===== src/rtl/au_sum_zero_det_seq.sv =====
//==============================================================================
// Module      : au_sum_zero_det_seq
// Description : Detects whether (A + B + ci) mod 2^(WIDTH*NWORDS) is all zeros,
//               with the operands streamed in as WIDTH-bit slices, LSW first.
// Revision    : 1.0 - initial release
//==============================================================================
`default_nettype none

module au_sum_zero_det_seq #(
   parameter int WIDTH  = 8,
   parameter int NWORDS = 4
) (
   input  logic             clk,
   input  logic             rst,
   input  logic             start,
   input  logic             ci,
   input  logic             in_valid,
   output logic             in_ready,
   input  logic [WIDTH-1:0] a,
   input  logic [WIDTH-1:0] b,
   output logic             busy,
   output logic             done,
   output logic             z
);

   localparam int               CNT_W    = (NWORDS > 1) ? $clog2(NWORDS) : 1;
   localparam logic [CNT_W-1:0] LAST_CNT = CNT_W'(NWORDS - 1);

   typedef enum logic [1:0] {
      S_IDLE = 2'd0,
      S_RUN  = 2'd1,
      S_DONE = 2'd2
   } state_t;

   state_t             state_q, state_d;
   logic               carry_q, carry_d;
   logic               acc_q,   acc_d;
   logic               z_q,     z_d;
   logic [CNT_W-1:0]   cnt_q,   cnt_d;

   logic [WIDTH:0]     slice_sum;
   logic               slice_zero;
   logic               xfer;

   assign slice_sum  = {1'b0, a} + {1'b0, b} + {{WIDTH{1'b0}}, carry_q};
   assign slice_zero = (slice_sum[WIDTH-1:0] == '0);
   assign xfer       = in_valid & in_ready;

   always_ff @(posedge clk) begin
      if (rst) begin
         state_q <= S_IDLE;
         carry_q <= 1'b0;
         acc_q   <= 1'b1;
         z_q     <= 1'b0;
         cnt_q   <= '0;
      end else begin
         state_q <= state_d;
         carry_q <= carry_d;
         acc_q   <= acc_d;
         z_q     <= z_d;
         cnt_q   <= cnt_d;
      end
   end

   always_comb begin
      state_d = state_q;
      carry_d = carry_q;
      acc_d   = acc_q;
      z_d     = z_q;
      cnt_d   = cnt_q;
      case (state_q)
         S_IDLE: begin
            if (start) begin
               carry_d = ci;
               cnt_d   = '0;
               acc_d   = 1'b1;
               state_d = S_RUN;
            end
         end
         S_RUN: begin
            if (xfer) begin
               carry_d = slice_sum[WIDTH];
               acc_d   = acc_q & slice_zero;
               cnt_d   = cnt_q + CNT_W'(1);
               // z is captured as DONE is entered so it is already valid while done is high;
               // the final slice's carry-out is simply never used.
               if (cnt_q == LAST_CNT) begin
                  z_d     = acc_q & slice_zero;
                  state_d = S_DONE;
               end
            end
         end
         S_DONE: begin
            state_d = S_IDLE;
         end
         default: begin
            state_d = S_IDLE;
         end
      endcase
   end

   assign in_ready = (state_q == S_RUN);
   assign busy     = (state_q == S_RUN) || (state_q == S_DONE);
   assign done     = (state_q == S_DONE);
   assign z        = z_q;

endmodule

`default_nettype wire


===== config.mk =====
export PLATFORM = sky130hd
export DESIGN_NAME = au_sum_zero_det_seq
export DESIGN_NICKNAME = d
export VERILOG_FILES = /design/src/rtl/au_sum_zero_det_seq.sv
export SDC_FILE = /design/constraint.sdc
export NUM_CORES = 1
export LEC_CHECK = 0
export CAP_MARGIN = 40
export CORE_ASPECT_RATIO = 1.1
export CORE_MARGIN = 5
export CORE_UTILIZATION = 47
export DETAILED_ROUTE_END_ITERATION = 8
export PLACE_DENSITY_LB_ADDON = 0.12
export SLEW_MARGIN = 25
export SYNTH_ARGS = -nofsm -noshare
export SYNTH_HDL_FRONTEND = slang
export SYNTH_SLANG_ARGS = --single-unit

===== constraint.sdc =====
create_clock -name clk -period 8 [get_ports clk]
set_input_delay 2.4 -clock clk [delete_from_list [all_inputs] [get_ports clk]]
set_output_delay 2.4 -clock clk [all_outputs]
set_load 0.05 [all_outputs]

==> out/qor.txt <==
Mapped Cells: 82
Final ANT Viol Nets: 0
Dpl ws: 3.131 ns
Worst EP required: 8.16 ns
DIE HEIGHT: 50.53 um
Final hold viol count: 0
Slowest stage delay, CP: 0.48 ns
Die area: 0.002367 mm2
Clock tree from TritonCTS: done
Post-CTS Hold Fix Bufs: 0
Share of layout cells above drive strength 1: 0.07407
Drt pass-1 iters: 2
Crit-path cells: clkdlybuf4s50_1, fa_1, fa_1, a211oi_2, nor2_1, xor2_1, nor4_1, nand3_1, o31ai_2
Drt drc: 0
# diodes: 0
Critical path launch point type: primary input
Critical path arrival: 4.77 ns
First-pass GRT wire length: 2.083 mm
Initial core utilization: 0.5072
Gpl congestion: 0.7381
Worst Skew: 0.002749 ns
# rows: 14
DR iter-0 viols: 5
Hpwl dp: 1.260 mm
Leak: 0.3945 nW
Initial antenna violation count: 0
Post-cts sizing count: 0
Via density: 5.540
Worst Hold Class: reg -> reg
CP most frequent cell: fa_1
P&R area growth vs syn: 39.57%
Clk root buf: clkbuf_4
Final WL: 1.445 mm
Number of max-cap violations: 0
GRT Overall Usage: 0.1206
Largest net degree at the start of global routing: 11
Routed WL per cell: 11.65 um
Worst skew pair latency: 0.25 ns
Synth cell types: 30
DR vias: 687
RSZ-0062 raised after global routing: no
Reg clk slew, reported paths: 0.05 ns
Core footprint: 0.001384 mm2
Setup Fix Bufs, Post-CTS: 0
Fin crit period: 4.601 ns
Sequential area share after synthesis: 0.1996
Cell area after synthesis: 701.9 um2
Max clock buf depth: 2
Crit path capture type: register
Endpoints failing setup: 0
Max Fclk: 0.2173 GHz
Vias in the first global route: 587
Worst path slowest cell: fa_1
Final Worst Setup Slack: 3.399 ns
Worst-margin pin slew: 0.4967 ns
Port bufs: 24
Avg Inst Size Synth: 8.560 um2
Clock Sinks: 7
Die X-Extent: 46.85 um
Delay-heaviest family, CP: adder cells
Total CTS buffers: 3
Num ports: 25
WS Path Type: in -> reg
Worst vdd ir: 0.00006327 V
Setup Total Neg Slack: 0 ns
GRT Residual Overflow: 0
YS warnings: 0
Net count, final: 144
Pwr per Cell Area: 138.8 mW/mm2
Crit share post-route: 0.5752
Slew margin rel.: 0.6678
H-tree depth: 1
Syn nets: 117
CP Buf/Inv Count: 1
Final Max Slew Viols: 0
Yosys reg bits: 7
Status: completed
Worst-path maximum fanout: 2
## logic make-up after synthesis
| family | share of synthesized area |
|---|---|
| flip-flops | 0.1996 |
| adder cells (fa/ha/maj) | 0.2709 |
| AO/OA/AOI/OAI | 0.2175 |
| buffers and inverters | 0.02851 |
| multiplexers | 0.02852 |
| XOR/XNOR | 0.07487 |
| AND/OR/NAND/NOR | 0.1800 |
## registers in the layout, indices dropped and copies added (netlist names)
signal and flops:
acc_q 1, carry_q 1, cnt_q 2, state_q 2, z 1
## worst register-to-register path, stage by stage, from the launching register on
cell	delay (ns)
dfxtp_1	0.33
fa_1	0.42
fa_1	0.43
a211oi_2	0.22
nor2_1	0.08
xor2_1	0.14
nor4_1	0.22
nand3_1	0.14
o31ai_2	0.22
## final cells by class
cell class	count	area, um2
well taps	16	20.02
multi-input cells	70	541.8
flip-flops and latches	7	140.1
fillers	135	404.1
inverters	3	11.26
clock buffers	4	26.28
repair buffers	24	240.2
## path summary, 6_finish.rpt
check | from | slack, ns | cells past startpoint | endpoint
hold reg to reg | z | 0.52 | 2 | z
hold / removal | z | 0.52 | 2 | z
setup / recovery | a[0] | 3.40 | 9 | z
setup reg to reg | carry_q | 5.72 | 8 | z
## report_power, final
part	switching (W)	internal, W	total, W
sequential	0.00000214	0.0000379	0.0000401
combinational	0.0000345	0.0000303	0.0000648
clock	0.0000122	0.0000190	0.0000311
## cells in the mapped netlist (all sizes together)
library cell	n	area [um2]
nand2	5	18.77
o21ai	3	18.77
a21o	1	7.510
xor2	5	43.79
a21oi	5	28.78
fa	2	40.04
mux2i	2	20.02
o2bb2ai	1	8.760
a2111oi	1	8.760
o31ai	2	20.02
nand3b	1	7.510
a31oi	2	12.51
nor2	12	45.04
inv	3	11.26
nor3	3	15.01
nor4	1	6.260
o21bai	1	7.510
dfxtp	7	140.1
nor2b	2	12.51
nand3	3	15.01
xnor2	1	8.760
a211oi	2	25.02
nand2b	1	6.260
a22oi	2	15.01
ha	12	150.1
buf	2	8.750
## metal layers
layer | track usage | routed length (um)
met1 | 0.1121 | 519
met2 | 0.2217 | 836
met3 | 0.01071 | 69
met4 | 0.09677 | 19
met5 | 0 | 0
## cell usage in the layout (no fill, tap or decap), types with 2 or more instances in the layout
master / Yosys / routed
nor2b_1: 2 / 2
nor3_1: 3 / 3
clkdlybuf4s50_1: 0 / 24
nand2_1: 5 / 5
nand3_1: 3 / 3
a211oi_2: 2 / 2
nor2_1: 12 / 12
fa_1: 2 / 2
a22oi_1: 2 / 2
o21ai_0: 2 / 2
xor2_1: 5 / 5
a31oi_1: 2 / 2
mux2i_1: 2 / 2
dfxtp_1: 7 / 7
a21oi_1: 4 / 4
ha_1: 12 / 12
clkbuf_4: 0 / 3
inv_1: 3 / 3
## metrics by stage
step	hold WS [ns]	utilization	power [W]	cells	instance area [um2]
6_report	0.5182	0.7080	0.0001360	124	979.7
5_1_grt	0.5330	0.7080	0.0001462	124	979.7
4_1_cts	0.5197	0.7080	0.0001386	124	979.7
3_5_place_dp	0.5018	0.6890	0.0001061	120	953.4
3_3_place_gp	0.5023	0.6890	0.0001051	120	953.4
2_1_floorplan	0.4762	-	0.00008551	82	701.9
(Power assumes the default switching activity.)
